$ cat src/rtl/sync_normalizer.sv
// sync_normalizer: polarity-normalized sync with leading-edge strobe, period/width measurement and lock flag.
// Define SYNC_NORMALIZER_WIDTH_EN to build the pulse width counter; otherwise width_out is tied to 0.
module sync_normalizer #(
  parameter int PERIOD_W   = 16,
  parameter int TOL        = 8,
  parameter int LOCK_COUNT = 4
) (
  input  logic                clk_50mhz_in,
  input  logic                reset_n,
  input  logic                sync_in,
  input  logic                positive_polarity_in,
  output logic                sync_out,
  output logic                sync_rise_out,
  output logic [PERIOD_W-1:0] period_out,
  output logic [PERIOD_W-1:0] width_out,
  output logic                locked_out
);
  typedef enum logic [1:0] {UNLOCKED, TRACKING, LOCKED} state_t;
  state_t              state_q, state_d;
  logic                s1_q, s2_q, pol_q, pold_q, init_q, norm_q, rise_q;
  logic                pvalid_q, pvalid_d;
  logic [3:0]          match_q, match_d;
  logic [PERIOD_W-1:0] cnt_q, cnt_d, period_q, period_d;
  logic                norm, prime, rise, sat, near;
  logic [PERIOD_W:0]   diff;
  assign norm  = pol_q ? s2_q : ~s2_q;
  // Prime on the first cycle out of reset and whenever the registered polarity has just changed.
  assign prime = ~init_q | (pol_q ^ pold_q);
  assign rise  = norm & ~norm_q & ~prime;
  assign sat   = &cnt_q;
  assign diff  = ({1'b0, cnt_q} >= {1'b0, period_q}) ? {1'b0, cnt_q} - {1'b0, period_q}
                                                     : {1'b0, period_q} - {1'b0, cnt_q};
  assign near  = diff <= (PERIOD_W+1)'(TOL);
  always_comb begin
    state_d  = state_q;
    pvalid_d = pvalid_q;
    match_d  = match_q;
    period_d = period_q;
    cnt_d    = prime ? '0 : rise ? PERIOD_W'(1) : sat ? cnt_q : cnt_q + 1'b1;
    if (rise) begin
      if (state_q == UNLOCKED) begin
        state_d  = TRACKING;
        pvalid_d = 1'b0;
      end else begin
        period_d = cnt_q;
        if (state_q == TRACKING && !pvalid_q) begin
          pvalid_d = 1'b1;
          match_d  = '0;
        end else if (near) begin
          if (state_q == TRACKING) begin
            match_d = match_q + 4'd1;
            state_d = (match_d == 4'(LOCK_COUNT)) ? LOCKED : TRACKING;
          end
        end else begin
          match_d = '0;
          state_d = TRACKING;
        end
      end
    end
    if (prime | sat) begin
      state_d = UNLOCKED;
      match_d = '0;
    end
  end
  always_ff @(posedge clk_50mhz_in or negedge reset_n) begin
    if (!reset_n) begin
      s1_q     <= 1'b0;
      s2_q     <= 1'b0;
      pol_q    <= 1'b0;
      pold_q   <= 1'b0;
      init_q   <= 1'b0;
      norm_q   <= 1'b0;
      rise_q   <= 1'b0;
      state_q  <= UNLOCKED;
      pvalid_q <= 1'b0;
      match_q  <= '0;
      cnt_q    <= '0;
      period_q <= '0;
    end else begin
      s1_q     <= sync_in;
      s2_q     <= s1_q;
      pol_q    <= positive_polarity_in;
      pold_q   <= pol_q;
      init_q   <= 1'b1;
      norm_q   <= norm;
      rise_q   <= rise;
      state_q  <= state_d;
      pvalid_q <= pvalid_d;
      match_q  <= match_d;
      cnt_q    <= cnt_d;
      period_q <= period_d;
    end
  end
`ifdef SYNC_NORMALIZER_WIDTH_EN
  logic [PERIOD_W-1:0] wcnt_q, width_q;
  logic                fall;
  assign fall = ~norm & norm_q & ~prime;
  // A trailing edge with no measured leading edge (e.g. the settle pulse after prime) is not a pulse.
  always_ff @(posedge clk_50mhz_in or negedge reset_n) begin
    if (!reset_n) begin
      wcnt_q  <= '0;
      width_q <= '0;
    end else begin
      wcnt_q <= (prime | rise) ? '0 : (norm & ~&wcnt_q) ? wcnt_q + 1'b1 : wcnt_q;
      if (fall && state_q != UNLOCKED) width_q <= (&wcnt_q) ? wcnt_q : wcnt_q + 1'b1;
    end
  end
  assign width_out = width_q;
`else
  assign width_out = '0;
`endif
  assign sync_out      = norm_q;
  assign sync_rise_out = rise_q;
  assign period_out    = period_q;
  assign locked_out    = (state_q == LOCKED);
endmodule

$ cat config.mk
export PLATFORM = sky130hd
export DESIGN_NAME = sync_normalizer
export DESIGN_NICKNAME = d
export VERILOG_FILES = /design/src/rtl/sync_normalizer.sv
export SDC_FILE = /design/constraint.sdc
export NUM_CORES = 1
export LEC_CHECK = 0
export ABC_CLOCK_PERIOD_IN_PS = 4710
export CAP_MARGIN = 20
export CORE_UTILIZATION = 35
export CTS_CLUSTER_DIAMETER = 60
export DETAILED_ROUTE_END_ITERATION = 8
export GPL_TIMING_DRIVEN = 0
export PLACE_DENSITY = 0.51
export SYNTH_ARGS = -nofsm -noshare
export SYNTH_HDL_FRONTEND = slang
export SYNTH_SLANG_ARGS = --single-unit
$ cat constraint.sdc
create_clock -name clk_50mhz_in -period 4.71 [get_ports clk_50mhz_in]
set_clock_uncertainty 0.15 [all_clocks]
set_input_delay 0.471 -clock clk_50mhz_in [delete_from_list [all_inputs] [get_ports clk_50mhz_in]]
set_output_delay 0.471 -clock clk_50mhz_in [all_outputs]
set_load 0.05 [all_outputs]
# --- Word level (Yosys, flattened, before mapping) ---
# Cells that the tools add are included.
totals:
  ff_bits: 46
  in_bits: 4
  output_inout_bits: 35
  elab_cells: 66
classes:
  addsub: 4
  n_lt_le_gt_ge: 2
  eq_ne: 8
  muxes: 20
  n_bitwise: 10
  reduce_logical: 10
ops:
  columns: ["cell", "count"]
  rows:
  - ["16-bit two-way mux", 3]
  - ["16-bit by 16-bit subtractor with 17-bit output", 2]
  - ["4-bit two-way mux", 6]
  - ["17-bit by 4-bit less-or-equal comparator with 1-bit output (second input constant)", 1]
  - ["17-bit two-way mux", 1]
  - ["16-bit by 1-bit adder with 16-bit output (second input constant)", 1]
  - ["16-bit >= comparator", 1]
  - ["16-bit AND reduction", 1]
  - ["2-bit two-way mux", 7]
  - ["4-bit by 1-bit != test with 1-bit output (second input constant)", 2]
  - ["3-bit AND reduction", 2]
  - ["1-bit NOT", 5]
  - ["4-bit by 1-bit adder with 4-bit output (second input constant)", 1]
  - ["4-bit by 3-bit equality test with 1-bit output (second input constant)", 1]
  - ["2-bit AND reduction", 2]
  - ["2-bit nonzero test", 2]
  - ["1-bit two-way mux", 3]
  - ["3-bit by 2-bit != test with 1-bit output (second input constant)", 1]
  - ["3-bit != test (second input constant)", 1]
  - ["1-bit bitwise AND", 2]
  - ["2-bit by 1-bit equality test with 1-bit output (second input constant)", 1]
  - ["2-bit equality test (second input constant)", 1]
  - ["2-bit zero test", 1]
  - ["2-bit by 1-bit != test with 1-bit output (second input constant)", 1]
  - ["4 further kinds", 5]

# --- Longest topological paths before layout ---
logic_depth:
  word_depth: 9
  depth_mapped: 15
  depth_no_buf: 13

# --- Least setup slack after synthesis ---
# OpenSTA, ideal clock, no wires.
synth_timing:
  path_kind: "reg-to-reg"
  startpoint: "register period_q[4], in the netlist period_out[4]"
  endpoint: "register match_q[0]"
  setup_ns: 0.065
  t_arrival_ns: 3.322
  required_ns: 4.495
  setup_slack_ns: 1.172
  stages_incl_launch_ff: 15
  path_buffers: 1
  synth_period_minus_slack_ns: 3.538
  path_cell_list: "dfrtp_1 -> inv_1 -> ha_1 -> buf_2 -> and4_1 -> and2_4 -> a21boi_1 -> or3_1 -> nor3_1 -> a21oi_4 -> xnor2_1 -> a311oi_2 -> nand4_2 -> o31ai_4 -> a22o_1"
synth_between:
  elab_chain_cells: 8
  elab_cells_between_ends: 12
  classes_between: "add/sub: 2; order compare: 2; eq/ne: 1; mux: 6; reduce/logical: 1"
synth_rtl:
  columns: ["item", "line_no", "source"]
  rows:
  - ["start, declared", "23", "logic [PERIOD_W-1:0] cnt_q, cnt_d, period_q, period_d;"]
  - ["start signal, assigned", "91", "period_q <= period_d;"]
  - ["16-bit by 16-bit subtractor with 17-bit output, or another cell as far along", "32", ": {1'b0, period_q} - {1'b0, cnt_q};"]
  - ["17-bit two-way mux *", "31", "assign diff = ({1'b0, cnt_q} >= {1'b0, period_q}) ? {1'b0, cnt_q} - {1'b0, period_q}"]
  - ["17-bit by 4-bit less-or-equal comparator with 1-bit output *", "33", "assign near = diff <= (PERIOD_W+1)'(TOL);"]
  - ["4-bit two-way mux", "49", "end else if (near) begin"]
  - ["4-bit two-way mux", "46", "if (state_q == TRACKING && !pvalid_q) begin"]
  - ["4-bit two-way mux", "41", "if (state_q == UNLOCKED) begin"]
  - ["4-bit two-way mux", "40", "if (rise) begin"]
  - ["4-bit two-way mux", "60", "if (prime | sat) begin"]
  - ["end signal, assigned", "89", "match_q <= match_d;"]
  - ["end, declared", "22", "logic [3:0] match_q, match_d;"]
# Every way passes the cells marked *; elsewhere a longest branch is shown, timed or not. The select of a mux whose other input is x is not followed.
# A chain may end at the register's enable or synchronous reset.

# --- Worst setup path in the final report ---
layout_timing:
  startpoint: "register period_q[8], in the netlist period_out[8]"
  endpoint: "register match_q[0]"
# Same word-level chain as after synthesis.

==> results.rst <==
.. list-table::
   :header-rows: 1

   * - Metric
     - Value
   * - Yosys warns
     - 0
   * - Pre-Repair DR Iteration Count
     - 5
   * - Starting Density
     - 36.09%
   * - Die area
     - 0.01106 mm^2
   * - Ratio of routed vias to standard cells
     - 5.062
   * - Least-Margin Pin Slew
     - 0.5873 ns
   * - Static leakage
     - 1.852 nW
   * - DRC violation count after routing
     - 0
   * - Remaining antenna violation count after routing
     - 0
   * - Final setup TNS
     - 0 ns
   * - CTS hold repair buffers
     - 0
   * - Inserted Clock Buffers
     - 5
   * - Detailed router's first-iteration violation count
     - 122
   * - Most frequent standard cell in the layout excluding fill and tap cells
     - dfrtp_1
   * - Share of the yosys chip area belonging to registers
     - 30.89%
   * - Largest net degree at the start of global routing
     - 25
   * - Clock-pin slew of the registers on the worst-case setup and hold paths
     - 0.08 ns
   * - Die height
     - 105.2 um
   * - Standard cell core area
     - 0.01032 mm^2
   * - NumNets Final
     - 532
   * - Worst rel slew slack
     - 60.85%
   * - Worst Reg-to-Reg Cells
     - 14
   * - Cell breakdown of the critical path
     - inv_1 > ha_1 > buf_6 > a21o_1 > a211oi_2 > nand4b_2 > and3_4 > nor2_1 > nand2_1 > o221ai_1 > o2111a_1 > nand4_2 > o31ai_4 > a22o_1
   * - Total inserted antenna cells
     - 0
   * - Clock tree from TritonCTS
     - built
   * - Placement-stage cell area
     - 0.004188 mm^2
   * - Number of clock sinks
     - 46
   * - Synthesized area per cell
     - 8.299 um^2
   * - Synth unique cells
     - 63
   * - Cell class contributing the biggest share of worst-path delay
     - compound AO/OA/AOI/OAI gates
   * - Proportion of layout cells with a drive suffix above 1
     - 9.495%
   * - Internal reg-to-reg setup slack
     - 0.95 ns
   * - Post-route worst hold slack
     - 0.009631 ns
   * - Setup Crit Path Kind
     - reg -> reg
   * - Area delta synth->final
     - 14.94%
   * - Post-layout min period
     - 3.764 ns
   * - Count of final max-slew check failures
     - 0
   * - Global-route wire length before repair
     - 15790 um
   * - Highest net fanout along the worst path
     - 9
   * - Primary FF master, synth
     - dfrtp_1
   * - Result of the run
     - completed
   * - Number of standard cells after synthesis
     - 449
   * - Final Cycle Share
     - 79.92%
   * - Portion of synthesized cell area occupied by the leading cell type
     - 30.89%
   * - Half-perimeter wire length of the detailed placement result
     - 7401 um
   * - Hold Crit Class
     - in -> async
   * - Power per standard cell area
     - 204.2 mW/mm^2
   * - Level count of the clock H-tree
     - 2
   * - Final instance area
     - 0.004283 mm^2
   * - # setup viols final
     - 0
   * - Maximum buffer depth of the clock tree
     - 2
   * - CTS root buf
     - clkbuf_8
   * - Capturing element type of the critical path
     - register
   * - Setup repair after global routing missed its margin
     - false
   * - Maximum VDD drop
     - 155.3 uV
   * - Worst path max stage delay
     - 0.40 ns
   * - Largest area contributor in the synthesized netlist
     - dfrtp_1
   * - Max capacitance violation total
     - 0
   * - Endpoint of the worst setup timing path
     - match_q[0]
   * - Arrival time of the worst setup path
     - 3.86 ns
   * - Number of gates on the worst path with buffers counted
     - 14
   * - Slowest stage cell on the critical path
     - nor2_1
   * - Placer congestion estimate
     - 0.8407
   * - Std cell rows
     - 37
   * - Port Buffers
     - 22
   * - Number of hold-slack violations in the final timing report
     - 0
   * - Number of setup buffers added after CTS
     - 0
   * - Commonest cells after routing, fill and taps aside
     - dfrtp_1 (46), nor2_1 (43), nand2_1 (41)
   * - Synthesized cell area
     - 0.003726 mm^2
   * - Critical path buffers and inverters
     - 2
   * - Fraction of the core area covered by cells at the end of the flow
     - 41.49%
   * - Cell types occupying the most area after synthesis
     - dfrtp_1 (31%), ha_1 (11%), xnor2_1 (5.2%)
   * - Async set-reset flop share out of synthesis
     - 100.0%
   * - Critical Path Source
     - period_out[8]
   * - Total global routing track utilization
     - 18.15%
   * - Number of antenna violations at the first check in global routing
     - 0
   * - Via count of the first global-routing pass
     - 3161
   * - Flip-flop and latch count after synthesis
     - 46
   * - Worst-Skew Late Latency
     - 0.31 ns
   * - EDFF count, synth
     - 0
   * - Resize count post-CTS
     - 0
   * - Fmax
     - 0.2657 GHz
   * - Launching point of the worst reg2reg path
     - period_out[8]
   * - Horizontal extent of the die
     - 105.2 um
   * - Final wirelength
     - 9223 um
   * - Overflow after GRT
     - 0
   * - Critical Path Source Type
     - register
   * - Reg-to-reg endpoint
     - match_q[0]
   * - DR WL/cell
     - 14.62 um
   * - WP data required
     - 4.81 ns
   * - Number of vias in the routed layout
     - 3194
   * - Top-level I/O count
     - 39
kinds of logic after synthesis:
| logic type | Yosys count | synth area share, % |
|---|---|---|
| buf+inv | 70 | 9.268 |
| compound gates | 112 | 20.42 |
| simple gates | 154 | 20.35 |
| other cells | 2 | 0.2016 |
| fa+ha+maj | 34 | 11.42 |
| flops | 46 | 30.89 |
| mux | 4 | 1.108 |
| xor+xnor | 27 | 6.346 |
routing by layer:
layer	track usage, %	wire (um)
met1	24.45	4516
met2	29.65	4294
met3	2.495	235
met4	6.338	177
met5	0	0
sequential cells by signal, summed over array words and instances, names as in the netlist:
signal / cells
state_q: 2
pvalid_q: 1
pold_q: 1
init_q: 1
cnt_q: 16
match_q: 4
s1_q: 1
period_out: 16
sync_out: 1
pol_q: 1
s2_q: 1
sync_rise_out: 1
how the worst min path moves through the flow:
stage                                 to  depth (start not counted)
after detailed placement            s2_q                          0
after floorplan                 cnt_q[0]                          0
after global placement              s2_q                          0
final                     period_out[14]                          1
after global routing      period_out[15]                          1
after CTS                 period_out[14]                          1
metrics by stage:
step	worst slack (ns)	cells	total power [mW]
global placement	0.9788	622	0.6273
detailed placement	0.9273	623	0.6288
global route	0.6670	631	0.9304
finish	0.9458	631	0.8744
CTS	0.9109	631	0.8911
floorplan	1.173	464	0.5763
synth_stat cells, types with 2 or more instances:
master,number
clkbuf_1,7
buf_6,2
nand2_1,41
xnor2_1,22
o21a_1,3
nand4_1,5
a31oi_1,3
dfrtp_1,46
a21oi_1,35
xor2_1,5
o21ai_0,26
or3_1,6
nand3_1,13
nor2_1,43
nor3_1,14
ha_1,34
mux2i_1,3
nand2b_1,3
o31ai_1,2
and3_1,3
conb_1,2
o2111a_1,2
a211oi_1,4
nor4_1,2
a22o_1,3
a21o_1,5
buf_4,16
a311oi_1,2
inv_1,39
and2_1,7
nor2b_1,4
a211oi_2,2
o21bai_1,6
and4_1,5
buf_2,6
power by group:
part	total [mW]	switching, mW	leakage (nW)	internal [mW]
clock network	0.254	0.136	0.0472	0.118
registers	0.406	0.00492	0.627	0.402
logic	0.214	0.137	1.18	0.0769
total	0.874	0.278	1.85	0.597
layout make-up:
| type | count | area [um^2] |
|---|---|---|
| buffer | 31 | 198.9 |
| clock buffer | 6 | 82.58 |
| clock inverter | 2 | 12.51 |
| fill | 1048 | 6041 |
| inverter | 39 | 146.4 |
| multi-input combinational | 348 | 2286 |
| sequential | 46 | 1151 |
| tap | 136 | 170.2 |
| timing repair buffer | 23 | 235.2 |
Note: power is estimated with default switching activity, not from simulation.
